## src/rtl/mem_copy_master.sv

```systemverilog
// mem_copy_master: word-by-word copy engine on a valid/ready memory bus.
// Each word is read then written, with one idle bus cycle after every transfer.
module mem_copy_master #(
   parameter int unsigned LEN_WIDTH      = 16,
   parameter int unsigned TIMEOUT_CYCLES = 1024
) (
   input  logic                 clk,
   input  logic                 reset,
   input  logic                 start,
   input  logic [31:0]          src_addr,
   input  logic [31:0]          dst_addr,
   input  logic [LEN_WIDTH-1:0] len_words,
   output logic                 busy,
   output logic                 done,
   output logic                 error,
   output logic                 mem_valid,
   output logic [31:0]          mem_addr,
   output logic [3:0]           mem_wstrb,
   output logic [31:0]          mem_wdata,
   input  logic                 mem_ready,
   input  logic [31:0]          mem_rdata,
   input  logic                 access_fault
);

   localparam int unsigned TW = (TIMEOUT_CYCLES > 1) ? $clog2(TIMEOUT_CYCLES) : 1;
   localparam logic [TW-1:0] T_LAST = TW'((TIMEOUT_CYCLES > 0) ? TIMEOUT_CYCLES - 1 : 0);

   typedef enum logic [2:0] {
      IDLE,
      RD,
      RD_GAP,
      WR,
      WR_GAP,
      FIN
   } state_t;

   state_t               state_q;
   state_t               state_d;
   logic [31:0]          src_q;
   logic [31:0]          dst_q;
   logic [LEN_WIDTH-1:0] cnt_q;
   logic [31:0]          data_q;
   logic [31:0]          addr_q;
   logic                 err_q;
   logic [TW-1:0]        timer_q;

   logic                 accept;
   logic                 xfer;
   logic                 timeout;

   assign accept  = (state_q == IDLE) && start;
   assign xfer    = mem_valid && mem_ready;
   // timer_q counts completed valid-without-ready cycles of the current request
   assign timeout = (TIMEOUT_CYCLES != 0) && mem_valid && !mem_ready && (timer_q == T_LAST);

   always_ff @(posedge clk) begin
      if (reset) begin
         state_q <= IDLE;
      end else begin
         state_q <= state_d;
      end
   end

   always_comb begin
      state_d = state_q;
      case (state_q)
         IDLE: begin
            if (start) begin
               state_d = (len_words == '0) ? FIN : RD;
            end
         end
         RD: begin
            if (xfer) begin
               state_d = access_fault ? FIN : RD_GAP;
            end else if (timeout) begin
               state_d = FIN;
            end
         end
         RD_GAP: state_d = WR;
         WR: begin
            if (xfer) begin
               state_d = access_fault ? FIN : WR_GAP;
            end else if (timeout) begin
               state_d = FIN;
            end
         end
         WR_GAP:  state_d = (cnt_q == '0) ? FIN : RD;
         FIN:     state_d = IDLE;
         default: state_d = IDLE;
      endcase
   end

   always_comb begin
      mem_valid = 1'b0;
      mem_wstrb = 4'h0;
      busy      = 1'b0;
      done      = 1'b0;
      case (state_q)
         RD: begin
            mem_valid = 1'b1;
            busy      = 1'b1;
         end
         WR: begin
            mem_valid = 1'b1;
            mem_wstrb = 4'hF;
            busy      = 1'b1;
         end
         RD_GAP, WR_GAP: busy = 1'b1;
         FIN:            done = 1'b1;
         default: ;
      endcase
   end

   assign mem_addr  = addr_q;
   assign mem_wdata = data_q;
   assign error     = err_q;

   always_ff @(posedge clk) begin
      if (reset) begin
         src_q   <= '0;
         dst_q   <= '0;
         cnt_q   <= '0;
         data_q  <= '0;
         addr_q  <= '0;
         err_q   <= 1'b0;
         timer_q <= '0;
      end else begin
         if (accept) begin
            src_q <= src_addr & 32'hFFFF_FFFC;
            dst_q <= dst_addr & 32'hFFFF_FFFC;
            cnt_q <= len_words;
            err_q <= 1'b0;
            if (len_words != '0) begin
               addr_q <= src_addr & 32'hFFFF_FFFC;
            end
         end

         if (mem_valid && !mem_ready) begin
            timer_q <= timer_q + TW'(1);
         end else begin
            timer_q <= '0;
         end

         if ((xfer && access_fault) || timeout) begin
            err_q <= 1'b1;
         end

         // a faulted transfer leaves data, addresses and count untouched
         if (xfer && !access_fault) begin
            if (state_q == RD) begin
               data_q <= mem_rdata;
            end else begin
               src_q <= src_q + 32'd4;
               dst_q <= dst_q + 32'd4;
               cnt_q <= cnt_q - LEN_WIDTH'(1);
            end
         end

         // the gap cycle preloads the address of the next request
         if (state_q == RD_GAP) begin
            addr_q <= dst_q;
         end
         if ((state_q == WR_GAP) && (cnt_q != '0)) begin
            addr_q <= src_q;
         end
      end
   end

endmodule

```

## config.mk

```make
export PLATFORM = sky130hd
export DESIGN_NAME = mem_copy_master
export DESIGN_NICKNAME = d
export VERILOG_FILES = /design/src/rtl/mem_copy_master.sv
export SDC_FILE = /design/constraint.sdc
export NUM_CORES = 1
export LEC_CHECK = 0
export BUFFER_PORTS_ARGS = -buffer_cell sky130_fd_sc_hd__buf_2
export CAP_MARGIN = 5
export CORE_UTILIZATION = 49
export CTS_CLUSTER_SIZE = 8
export DETAILED_ROUTE_END_ITERATION = 8
export PLACE_DENSITY_LB_ADDON = 0.05
export SYNTH_ARGS = -nofsm -noshare
export SYNTH_HDL_FRONTEND = slang
export SYNTH_SLANG_ARGS = --single-unit
```

## constraint.sdc

```tcl
create_clock -name clk -period 2.4 [get_ports clk]
set_input_delay 0.24 -clock clk [delete_from_list [all_inputs] [get_ports clk]]
set_output_delay 0.24 -clock clk [all_outputs]
set_load 0.01 [all_outputs]
```

== After elaboration in Yosys (flattened, before gate mapping) ==
Cells that the tools add are included.

* Shift-type cells: 0
* $mul: 0
* Add/subtract/negate cells: 4
* Equality and inequality tests: 7
* Div/mod/pow operators: 0
* Muxes and demuxes: 28
* $lt $le $gt $ge: 0
* Reductions and logical operators: 23
* Bitwise gates (word level): 1

{| class="wikitable"
|+ Operators with widths
! operator !! number
|-
| 2-to-1 mux 32 bit || 10
|-
| adder 32 x 3 -> 32 bit, second input constant || 2
|-
| 2-to-1 mux 16 bit || 3
|-
| logical NOT 16 bit || 2
|-
| nonzero test 16 bit || 2
|-
| 2-to-1 mux 3 bit || 7
|-
| subtractor 16 x 1 -> 16 bit, second input constant || 1
|-
| one-hot mux 3 bit (5 select lines) || 1
|-
| adder 10 x 1 -> 10 bit, second input constant || 1
|-
| == test 10 bit, second input constant || 1
|-
| logical AND 1 bit || 7
|-
| == test 3 x 2 -> 1 bit, second input constant || 2
|-
| == test 3 bit, second input constant || 2
|-
| 2-to-1 mux 1 bit || 6
|-
| nonzero test 3 bit || 2
|-
| 2-to-1 mux 4 bit || 1
|-
| AND reduction 2 bit || 2
|-
| OR reduction 2 bit || 2
|-
| OR reduction 4 bit || 1
|-
| == test 3 x 1 -> 1 bit, second input constant || 1
|-
| logical NOT 3 bit || 1
|-
| logical NOT 1 bit || 2
|-
| != test 2 bit, second input constant || 1
|-
| nonzero test 2 bit || 1
|-
| other kinds (2) || 2
|}

* Bits in latches: 0
* Output and inout bits: 72
* Memory bits (writable): 0
* Memories kept: 0
* Word-level logic and storage cells: 71
* Input port bits: 117
* Register bits after elaboration: 158
* Memory bits (read-only): 0

== Logic depth before layout (Yosys ltp) ==
* Depth after elaboration: 8
* Gate-level depth with buffers: 9
* Depth with buffers taken out: 7

== Worst setup path before layout ==
No wires, ideal clock.

* Path kind: reg-to-reg
* Start point: register cnt_q[7]
* End point: register addr_q[14] (netlist: mem_addr[14])
* Library setup time: 0.116 ns
* Arrival time: 2.271 ns
* Period minus slack after synthesis: 2.387 ns
* Stages on the path, launching flop included: 8
* Setup slack: 0.013 ns
* Path buffers: 2
* Required time: 2.284 ns
* Cell sequence: dfxtp_1 -> or4_1 -> or4_1 -> buf_2 -> o41ai_4 -> nor2_2 -> buf_6 -> a22o_4

* Cells in the longest elaborated chain, start to end: 4
* Elaborated cells on any way between the ends: 6
* Classes of those cells: mux: 1; reduce/logical: 5

{| class="wikitable"
|+ Ends and longest elaborated chain
! item !! line !! text
|-
| from (decl) || 41 || <nowiki>logic [LEN_WIDTH-1:0] cnt_q;</nowiki>
|-
| from (signal assigned) || 131 || <nowiki>cnt_q <= len_words;</nowiki>
|-
| from (signal assigned) || 155 || <nowiki>cnt_q <= cnt_q - LEN_WIDTH'(1);</nowiki>
|-
| nonzero test 16 bit (*) || 163 || <nowiki>if ((state_q == WR_GAP) && (cnt_q != '0)) begin</nowiki>
|-
| logical AND 1 bit (*) || 163 ||
|-
| nonzero test 3 bit (no line) || n/a ||
|-
| AND reduction 2 bit (no line) || n/a ||
|-
| to (signal assigned) || 134 || <nowiki>addr_q <= src_addr & 32'hFFFF_FFFC;</nowiki>
|-
| to (signal assigned) || 161 || <nowiki>addr_q <= dst_q;</nowiki>
|-
| to (signal assigned) || 164 || <nowiki>addr_q <= src_q;</nowiki>
|-
| to (decl) || 43 || <nowiki>logic [31:0] addr_q;</nowiki>
|}

Mark *: on every way between the ends. The rest lies on a longest branch, timed or not.
A chain may end at the register's enable or synchronous reset.

== Worst setup path after layout ==
* Start point: register cnt_q[7]
* End point: register addr_q[7] (netlist: mem_addr[7])

Same word-level chain as after synthesis.

==> reports/qor.yml <==
outcome: "finished clean"
fin_ws_ns: 0.0408
h-tree-depth: 4
path_depth: 7
crit_path_cell_trace: "or4_4 -> or4_4 -> o41a_1 -> buf_4 -> nor2_8 -> buf_12 -> a22o_1"
synth.most_common_cell: "nand2_1"
ys_ff_latch: 158
period_share: 0.983
total_power_w: 0.00687
power.density_mw_per_mm2: 682
whs_ns: 0.0416
core_mm2: 0.0159
dp.cells: 1422
hold_path_class: "in -> reg"
vias: 8638
num_antenna_cells: 0
place.gp.congestion: 0.942
layout-drive-gt1-share: 0.252
synthCells: 1042
synth_warnings: 0
worst_ep_arrival_time_ns: 2.73
drt_first_pass_iters: 7
critPathMaxStageDelay_ns: 0.54
ant_nets: 0
dp_slack_ns: -0.0435
synthDistinctLibCells: 64
drtIter0Drc: 738
path_class: "reg -> reg"
ys_seq_area_frac: 0.395
wirelength_mm: 25.1
max-slew-margin-rel: 0.631
yosys-top-cells-count: "nand2_1 (177), dfxtp_1 (158), a21oi_1 (127)"
crit_slowest_cell: "or4_4"
worst-path-buf-inv: 2
fin_crit_ns: 2.36
port_buffers: 184
clk_transition_reported_paths_ns: 0.07
synth_area_leaders: "dfxtp_1 (40%), nand2_1 (8.3%), a21oi_1 (7.9%), nor2_1 (4.8%), o21ai_0 (3.2%)"
nFillCells: 1506
drv_slew: 0
required_ns: 2.78
grt_use_total: 0.297
vdd_drop_max_v: 0.000530
finalHoldViolations: 0
end_kind: "flip-flop"
async_flop_share: 0
worstSkewPairLatency_ns: 0.43
fp-row-count: 46
grt_max_degree: 71
cp-start-kind: "flip-flop"
grt_pass1_wl_mm: 38.9
start_util: 0.504
worst_pin_slew_ns: 0.550
synth_top_cell_by_area: "dfxtp_1"
finClkSkew_ns: 0.00834
drc: 0
hpwlAfterDp_mm: 17.2
synth_area_per_cell_um2: 7.68
whs_path_depth: 3
tritoncts: "built"
synth_edf_count: 0
r2r_cells: 7
cts_hold_buf: 0
die_h_um: 130
max_freq_mhz: 424
antenna_found_initial: 0
grt_pass1_vias: 7584
synthesis.area_mm2: 0.00800
finalSetupViolCount: 0
synth_ff_type: "dfxtp_1"
dieArea_mm2: 0.0168
utilization: 0.634
avgRoutedWirePerCell_um: 17.2
grt_overflow_total: 0
area_growth_pct: 26.0
vias_per_cell: 5.94
cts_buffer_depth: 2
crit_fanout: 13
syn_nets: 1163
final_nets: 1347
io_pins: 189
path_common_cell: "or4_4"
cts_buffers: 17
maxCapViolations: 0
cts_sinks: 158
die_w_um: 130
p_leak_nw: 4.08
root_buffer: "clkbuf_16"
final_cells: 1455
rsz0062_at_grt: "yes"
synth_top_area_share: 0.395
crit_family: "simple AND/OR/NAND/NOR gates"
==> cell type report <==
type | instances | area, µm² | share of cell area
clock buffers | 20 | 457 | 0.0453
multi-input cells | 790 | 4480 | 0.445
repair buffers | 247 | 1500 | 0.148
clock inverters | 12 | 161 | 0.0160
inverters | 12 | 45.0 | 0.00447
flip-flops and latches | 158 | 3160 | 0.314
well taps | 216 | 270 | 0.0268
==> registers in the layout, summed over array words and instances, names as in the netlist <==
signal and cells:
dst_q 32, mem_addr 32, mem_wdata 32, src_q 32
cnt_q 16, timer_q 10, state_q 3, error 1
==> path summary, 6_finish.rpt <==
check / from / slack (ns) / to
max reg2reg: cnt_q[7]$_SDFF_PP0_ / 0.04 / mem_addr[7]$_SDFFE_PP0P_
max: cnt_q[7]$_SDFF_PP0_ / 0.04 / mem_addr[7]$_SDFFE_PP0P_
min: dst_addr[2] / 0.04 / dst_q[2]$_SDFF_PP0_
min reg2reg: mem_wdata[0]$_SDFFE_PP0P_ / 0.45 / mem_wdata[0]$_SDFFE_PP0P_
==> per-stage QoR <==
stage / instance area, µm² / TNS [ns]
after floorplan: 8000 / 0
after global placement: 9410 / -0.0734
after detailed placement: 9410 / -0.806
after CTS: 10000 / 0
after global routing: 10100 / -0.471
final: 10100 / 0
==> per-layer routing <==
metal  vias to the layer above  share of wire  track usage
met5                         -              0            0
met1                      4065           0.46        0.409
met4                         0          0.026        0.125
li1                       4208              -            -
met3                        41          0.063       0.0492
met2                       324           0.45        0.463
==> worst min-delay path: stages <==
cell,delay [ns]
buf_2,0.10
nand2_1,0.04
a21oi_1,0.05
==> report_power, final <==
| group | internal (W) | leakage, nW | switching [W] |
|---|---|---|---|
| Sequential | 0.00279 | 1.29 | 0.000163 |
| Clock | 0.00170 | 0.293 | 0.00115 |
| Combinational | 0.000467 | 2.50 | 0.000601 |
==> cells by family (layout without fill, tap and decap cells) <==
group	after synthesis	count (layout)	synth area share
xor gates and xnor gates	6	6	0.00657
adders and majority gates	4	4	0.00626
buffers and inverters	94	291	0.0527
muxes	8	8	0.0111
and+or+nand+nor	448	448	0.265
AOI/OAI and AO/OA	324	324	0.263
DFF	158	158	0.395
==> cell usage in the layout (no fill, tap or decap), types with 9 or more instances in the layout <==
cell type,Yosys,final
a22o_1,25,25
nand4_1,25,25
nand3_1,29,29
nor4_1,17,17
buf_4,3,56
dfxtp_1,158,158
clkbuf_16,0,17
or3_1,20,20
or4_1,13,11
nand2_1,177,175
a31oi_1,38,38
buf_2,4,183
nor2_1,102,100
a21oi_1,127,126
inv_1,12,12
and3_1,21,21
nor3_1,13,9
o21ai_0,51,51
==> repair_timing <==
item | CTS | global route
setup endpoints to repair | 31 | 31
pin swaps | 0 | 3
gates resized for setup | 1 | 8
buffers inserted | 0 | 1
No activity file was read; power rests on OpenSTA's default activity.
